<file path="config.mk">
export PLATFORM = sky130hd
export DESIGN_NAME = dna_req_arb
export DESIGN_NICKNAME = d
export VERILOG_FILES = /design/src/rtl/dna_pkg.sv /design/src/rtl/dna_rr_arb.sv /design/src/rtl/dna_req_arb.sv
export SDC_FILE = /design/constraint.sdc
export NUM_CORES = 1
export LEC_CHECK = 0
export CAP_MARGIN = 20
export CORE_MARGIN = 1
export CORE_UTILIZATION = 30
export DETAILED_ROUTE_END_ITERATION = 12
export GPL_ROUTABILITY_DRIVEN = 0
export SLEW_MARGIN = 20
export SYNTH_ARGS = -nofsm -noshare
export SYNTH_HDL_FRONTEND = slang
export SYNTH_SLANG_ARGS = --single-unit
</file>
<file path="constraint.sdc">
create_clock -name sys_clk -period 1.7 [get_ports sys_clk]
set_input_delay 0.34 -clock sys_clk [delete_from_list [all_inputs] [get_ports sys_clk]]
set_output_delay 0.34 -clock sys_clk [all_outputs]
set_load 0.005 [all_outputs]
</file>
<file path="src/rtl/dna_pkg.sv">
// Shared types and sizing for the DNA_PORT request arbiter.
package dna_pkg;

   localparam int DNA_W = 57;

   function automatic int dna_cnt_w(input int w);
      return (w > 1) ? $clog2(w) : 1;
   endfunction

   localparam int DNA_CNT_W = dna_cnt_w(DNA_W);

   typedef enum logic [1:0] {
      IDLE  = 2'd0,
      LOAD  = 2'd1,
      SHIFT = 2'd2,
      DONE  = 2'd3
   } dna_state_e;

endpackage

</file>
<file path="src/rtl/dna_rr_arb.sv">
// Round-robin winner selection; ptr_q is the highest-priority index for the next pick.
module dna_rr_arb #(
   parameter int NUM_REQ = 4
) (
   input  logic               sys_clk,
   input  logic               sys_nrst,
   input  logic [NUM_REQ-1:0] req,
   input  logic               adv,
   input  logic [NUM_REQ-1:0] gnt,
   output logic [NUM_REQ-1:0] win
);
   import dna_pkg::*;

   localparam int IDX_W = $clog2(NUM_REQ);

   logic [IDX_W-1:0] ptr_q, ptr_d;
   logic             found;

   // First pass covers ptr..NUM_REQ-1, second pass wraps around to the rest.
   always_comb begin
      win   = '0;
      found = 1'b0;
      for (int j = 0; j < NUM_REQ; j++) begin
         if (!found && req[j] && (j >= int'(ptr_q))) begin
            win[j] = 1'b1;
            found  = 1'b1;
         end
      end
      for (int j = 0; j < NUM_REQ; j++) begin
         if (!found && req[j]) begin
            win[j] = 1'b1;
            found  = 1'b1;
         end
      end
   end

   always_comb begin
      ptr_d = ptr_q;
      if (adv) begin
         for (int j = 0; j < NUM_REQ; j++) begin
            if (gnt[j]) ptr_d = (j == NUM_REQ - 1) ? '0 : IDX_W'(j + 1);
         end
      end
   end

   always_ff @(posedge sys_clk or negedge sys_nrst) begin
      if (!sys_nrst) ptr_q <= '0;
      else           ptr_q <= ptr_d;
   end

endmodule

</file>
<file path="src/rtl/dna_req_arb.sv">
// Arbitrates requesters onto a single DNA_PORT and returns the serial-read identifier.
// Optional build macro DNA_CACHE_EN: after the first read, answer from the capture register.
//
// state | meaning
// IDLE  | waiting for any req; winner registered into gnt on the exit edge
// LOAD  | one cycle, dna_read=1 latches the DNA into the port shifter
// SHIFT | DNA_W cycles capturing dna_dout MSB-first; dna_shift on all but the last
// DONE  | one cycle, rsp_vld=gnt with rsp_data, pointer advances, gnt clears
module dna_req_arb #(
   parameter int NUM_REQ = 4,
   parameter int DNA_W   = dna_pkg::DNA_W
) (
   input  logic               sys_clk,
   input  logic               sys_nrst,
   input  logic [NUM_REQ-1:0] req,
   output logic [NUM_REQ-1:0] gnt,
   output logic [NUM_REQ-1:0] rsp_vld,
   output logic [DNA_W-1:0]   rsp_data,
   output logic               busy,
   output logic               dna_read,
   output logic               dna_shift,
   input  logic               dna_dout
);
   import dna_pkg::*;

   localparam int             CNT_W    = dna_cnt_w(DNA_W);
   localparam logic [CNT_W-1:0] CNT_LAST = CNT_W'(DNA_W - 1);

   dna_state_e         state_q, state_d;
   logic [CNT_W-1:0]   cnt_q, cnt_d;
   logic [DNA_W-1:0]   cap_q, cap_d;
   logic [NUM_REQ-1:0] gnt_q, gnt_d;
   logic [NUM_REQ-1:0] win;
   logic               use_cache;

   dna_rr_arb #(.NUM_REQ(NUM_REQ)) u_rr_arb (
      .sys_clk  (sys_clk),
      .sys_nrst (sys_nrst),
      .req      (req),
      .adv      (state_q == DONE),
      .gnt      (gnt_q),
      .win      (win)
   );

`ifdef DNA_CACHE_EN
   logic cache_q;

   always_ff @(posedge sys_clk or negedge sys_nrst) begin
      if (!sys_nrst)              cache_q <= 1'b0;
      else if (state_q == DONE)   cache_q <= 1'b1;
   end

   assign use_cache = cache_q;
`else
   assign use_cache = 1'b0;
`endif

   always_comb begin
      state_d = state_q;
      cnt_d   = cnt_q;
      cap_d   = cap_q;
      gnt_d   = gnt_q;
      case (state_q)
         IDLE: begin
            if (|req) begin
               gnt_d   = win;
               state_d = use_cache ? DONE : LOAD;
            end
         end
         LOAD: begin
            cnt_d   = '0;
            state_d = SHIFT;
         end
         SHIFT: begin
            cap_d = {cap_q[DNA_W-2:0], dna_dout};
            if (cnt_q == CNT_LAST) state_d = DONE;
            else                   cnt_d   = cnt_q + CNT_W'(1);
         end
         DONE: begin
            gnt_d   = '0;
            state_d = IDLE;
         end
         default: state_d = IDLE;
      endcase
   end

   always_ff @(posedge sys_clk or negedge sys_nrst) begin
      if (!sys_nrst) begin
         state_q <= IDLE;
         cnt_q   <= '0;
         cap_q   <= '0;
         gnt_q   <= '0;
      end else begin
         state_q <= state_d;
         cnt_q   <= cnt_d;
         cap_q   <= cap_d;
         gnt_q   <= gnt_d;
      end
   end

   // Outputs decode from registered state so the async reset clears them at once.
   assign gnt       = gnt_q;
   assign busy      = (state_q != IDLE);
   assign dna_read  = (state_q == LOAD);
   assign dna_shift = (state_q == SHIFT) && (cnt_q != CNT_LAST);
   assign rsp_vld   = (state_q == DONE) ? gnt_q : '0;
   assign rsp_data  = (state_q == DONE) ? cap_q : '0;

endmodule
</file>
# Word level (Yosys, flattened, before mapping)
# Index checks and enable logic that the tools add are counted.
# totals
register_bits,71
in_bits,7
out_inout_bits,68
elab_cells,72
# op_classes
n_addsub,1
order_cmp,3
n_eq_ne,8
mux,27
reduce_logical,28
# ops
operator,n
$mux 57,1
$mux 1,14
$mux 2,6
$pmux 6 s2,1
$logic_and 1x1->1,11
$mux 4,2
$pmux 2 s4,1
$pmux 4 s2,1
$reduce_and 2->1,4
$logic_not 1->1,7
$add 6x1->6 const B,1
$eq 6x6->1 const B,1
$mux 6,1
$ne 2x2->1 const B,3
$ne 6x6->1 const B,1
$reduce_bool 2->1,3
$eq 2x2->1 const B,2
$ge 1x2->1 const A,2
$reduce_bool 4->1,1
$reduce_or 4->1,1
$eq 2x1->1 const B,1
$ge 2x2->1 const A,1
$logic_not 2->1,1

# Longest topological paths before layout
# depth
word_depth,28
depth_mapped,7
mapped_depth_nobuf,6

# Cells and area by module
# A second synthesis with hierarchy kept.
# hier_totals
cells_unflattened,285
hier_area_um2,3434.5
# modules_own_cells
module,instances,cells_each,area_per_inst_um2
dna_req_arb,1,260,3238.1
dna_rr_arb,1,25,196.4

# Worst setup path after synthesis
# OpenSTA, ideal clock, no wires.
# synth_timing
path_kind,register -> output
start,register state_q[1]
end,output rsp_data[0]
arrival_ns,1.209
slack_ns,0.151
stages_incl_launch_ff,5
path_buffers,2
path_cell_list,dfrtp_1 -> ha_1 -> clkbuf_1 -> clkbuf_1 -> and2_1
# synth_between
elab_chain_len,2
# synth_rtl
element,line,source
"start, declared",dna_req_arb.sv:29,"dna_state_e state_q, state_d;"
"start signal, assigned",dna_req_arb.sv:94,state_q <= state_d;
$eq 2x2->1,dna_req_arb.sv:107,assign rsp_data = (state_q == DONE) ? cap_q : '0;
$mux 57,dna_req_arb.sv:107,
"end, declared",dna_req_arb.sv:18,"output logic [DNA_W-1:0] rsp_data,"
# Every way passes these cells.

# Worst setup path in the final report
# layout_timing
start,register state_q[0]
end,output rsp_data[16]
# The elaborated chain is that of the path after synthesis.

==> results.sh <==
export IMPL_outcome="finished, violations left"
export IMPL_violations="negative setup slack"
export IMPL_nets=413
export IMPL_yosys_most_used_dff="dfrtp_1"
export IMPL_drc=0
export IMPL_cts_root_buf="clkbuf_8"
export IMPL_multiInputGateArea_sq_mm=0.001723
export IMPL_peakVddDrop_mv=0.8495
export IMPL_rsz0062_at_grt="true"
export IMPL_power_leakage_nw=2.556
export IMPL_die_area_sq_mm=0.01166
export IMPL_via_per_inst=4.599
export IMPL_period_minus_slack_ps=2039
export IMPL_yosysWarnings=0
export IMPL_die_y_um=108.0
export IMPL_synth_seq_cells=71
export IMPL_crit_path_frequent_cell="buf_6"
export IMPL_antenna_found_initial=0
export IMPL_nFillCells=1002
export IMPL_timing_worst_setup_path_type="reg2out"
export IMPL_synthCells=283
export IMPL_ant_nets=0
export IMPL_setup_violations=64
export IMPL_grtUsageTotal_pct=14.33
export IMPL_cts_buffers=9
export IMPL_max_slew_margin_pct=70.45
export IMPL_critical_path_max_stage_delay_ps=420
export IMPL_overflow=0
export IMPL_fmax_ghz=0.4904
export IMPL_grt_max_degree=41
export IMPL_hold_path_class="in2async"
export IMPL_cp_required_ps=1360
export IMPL_numPortBuffers=74
export IMPL_final_hold_viol_count=0
export IMPL_insertion_delay_ps=350
export IMPL_regArea_sq_mm=0.001782
export IMPL_grt_pass1_vias=2425
export IMPL_syn_area_per_cell_sq_um=11.90
export IMPL_r2r_slack_ps=80
export IMPL_cp_data_arrival_time_ps=1700
export IMPL_crit_path_top_delay_cell="dfrtp_1"
export IMPL_route_vias_total=2502
export IMPL_std_cell_rows=38
export IMPL_drive_above_1_share_pct=63.86
export IMPL_power_mw=8.406
export IMPL_clk_path_buf_depth=2
export IMPL_path_cells="ha_4 -> buf_4 -> buf_12 -> buf_16 -> buf_6 -> and2_4 -> buf_6"
export IMPL_grt_pass1_wl_um=12610
export IMPL_fin_crit_sh_pct=120.0
export IMPL_startpoint_type="flop"
export IMPL_drtIter0Drc=47
export IMPL_async_flop_share_pct=100.0
export IMPL_syn_nets=297
export IMPL_synth_edf_count=0
export IMPL_worstMarginPinSlew_ps=443.2
export IMPL_skew_ps=10.32
export IMPL_start_util_pct=30.94
export IMPL_diodes=0
export IMPL_cts_tree="done"
export IMPL_dp_slack_ps=-92.34
export IMPL_dr_pass1_iters=4
export IMPL_cp_end_kind="primary output"
export IMPL_dp_hpwl_um=4614
export IMPL_io_pins=75
export IMPL_clk_pin_slew_ps=80
export IMPL_synth_area_sq_mm=0.003368
export IMPL_critPathMaxFanout=5
export IMPL_maxSlewViolCount=0
export IMPL_htree_levels=3
export IMPL_cts_sinks=71
export IMPL_power_density_mw_per_mm2=1591
export IMPL_ys_seq_area_share_pct=52.75
export IMPL_drv_cap=0
export IMPL_die_w_um=108.0
export IMPL_ys_types=31
export IMPL_layout_setup_ws_ps=-339.2
export IMPL_wirelength_um=8205
export IMPL_syn_to_final_growth_pct=56.91
export IMPL_routedWlPerCell_um=15.08
export IMPL_core_area_sq_mm=0.01089
## worst paths after layout
check / from / cells after the start / to
max in group asynchronous: sys_nrst / 3 / gnt[3]
min: sys_nrst / 2 / cap_q[17]
max: state_q[0] / 7 / rsp_data[16]
max reg2reg: state_q[0] / 8 / gnt[3]
min in group sys_clk: cap_q[56] / 1 / cap_q[56]
min reg2reg: cap_q[56] / 1 / cap_q[56]
## kinds of logic after synthesis
logic type	count (synthesis)	share of synthesized area [%]
adders and majority gates	7	2.600
AOI/OAI and AO/OA	33	6.055
DFF	71	52.75
xor gates and xnor gates	1	0.2601
muxes	58	19.50
and+or+nand+nor	89	15.90
buffers and inverters	24	2.935
## placed cells by master, fill, tap and decap left out, types with 3 or more instances in the layout
master           Yosys  layout
mux2_2              57      57
buf_12               0      10
clkbuf_8             0       9
inv_2                0       3
dfrtp_1             71      67
ha_4                 0       5
and2_4               0      55
inv_1               10       5
o21ai_1              0       6
buf_2                7       5
buf_8                0       3
nor2b_1              3       3
nand3_1              7       7
clkbuf_2             0      25
and2_1              61       6
a21oi_1              6       6
dfrtp_2              0       4
buf_16               0       7
bufinv_16            0       3
clkdlybuf4s50_1      0      10
buf_4                0      17
clkbuf_16            0       3
o21ai_0             17      10
buf_6                0      37
nor2_1               4       3
nand2_1              5       5
## metal layers
metal / track usage [%] / up-vias / routed length, um
li1: - / 1198 / -
met5: 0 / - / 0
met3: 3.556 / 9 / 348
met1: 18.78 / 1232 / 3690
met2: 23.38 / 63 / 4080
met4: 4.110 / 0 / 85
## layout make-up
| class | count | area share, % |
|---|---|---|
| clock buffer | 10 | 2.415 |
| clock inverter | 6 | 2.060 |
| inverter | 10 | 0.8049 |
| multi-input combinational | 188 | 32.60 |
| sequential | 71 | 33.71 |
| tap | 140 | 3.314 |
| timing repair buffer | 119 | 25.09 |
## sequential cells by signal, summed over array words and instances, names as in the netlist
signal          cells
u_rr_arb.ptr_q      2
gnt                 4
state_q             2
cap_q              57
cnt_q               6
## power breakdown
group	internal, mW	total [mW]	switching (mW)
Sequential	2.08	2.44	0.357
Clock	0.973	1.60	0.628
Combinational	2.69	4.37	1.68
## worst max-delay path, delay by kind of cell, from the launching register on
kind | cells | cell delay (ps)
buf+inv | 5 | 610
flops | 1 | 420
fa+ha+maj | 1 | 200
simple gates | 1 | 120
## Yosys cell counts (2+ instances only)
cell type | number | share of area [%]
clkbuf_1 | 7 | 0.78
nand3_1 | 7 | 1.0
o21ai_0 | 17 | 2.5
o221ai_1 | 2 | 0.52
inv_1 | 10 | 1.1
a21oi_1 | 6 | 0.89
buf_2 | 7 | 1.0
and2_1 | 61 | 11
nor2_1 | 4 | 0.45
dfrtp_1 | 71 | 53
mux2_2 | 57 | 19
ha_1 | 7 | 2.6
nand2b_1 | 2 | 0.37
nand2_1 | 5 | 0.56
nor2b_1 | 3 | 0.56
o21a_1 | 2 | 0.45
## metrics by stage
step | hold WS (ps) | instances | setup TNS [ps] | cell area [sq um] | util (%)
final | 489.2 | 544 | -13260 | 5285 | 48.54
after global routing | 523.0 | 544 | -16590 | 5285 | 48.54
after CTS | 493.2 | 535 | -11460 | 5144 | 47.24
after detailed placement | 318.7 | 501 | -4529 | 4410 | 40.51
after global placement | 314.1 | 501 | -1562 | 4410 | 40.51
after floorplan | 44.41 | 283 | 0 | 3368 | -
## repair_timing
item	4_1_cts	5_1_grt
gates cloned	6	3
setup buffers	12	10
pin swaps	6	6
hold buffers	1	0
setup endpoints to repair	64	110
hold endpoints to repair	31	0
gates resized for setup	284	88
No activity file was read; power rests on OpenSTA's default activity.
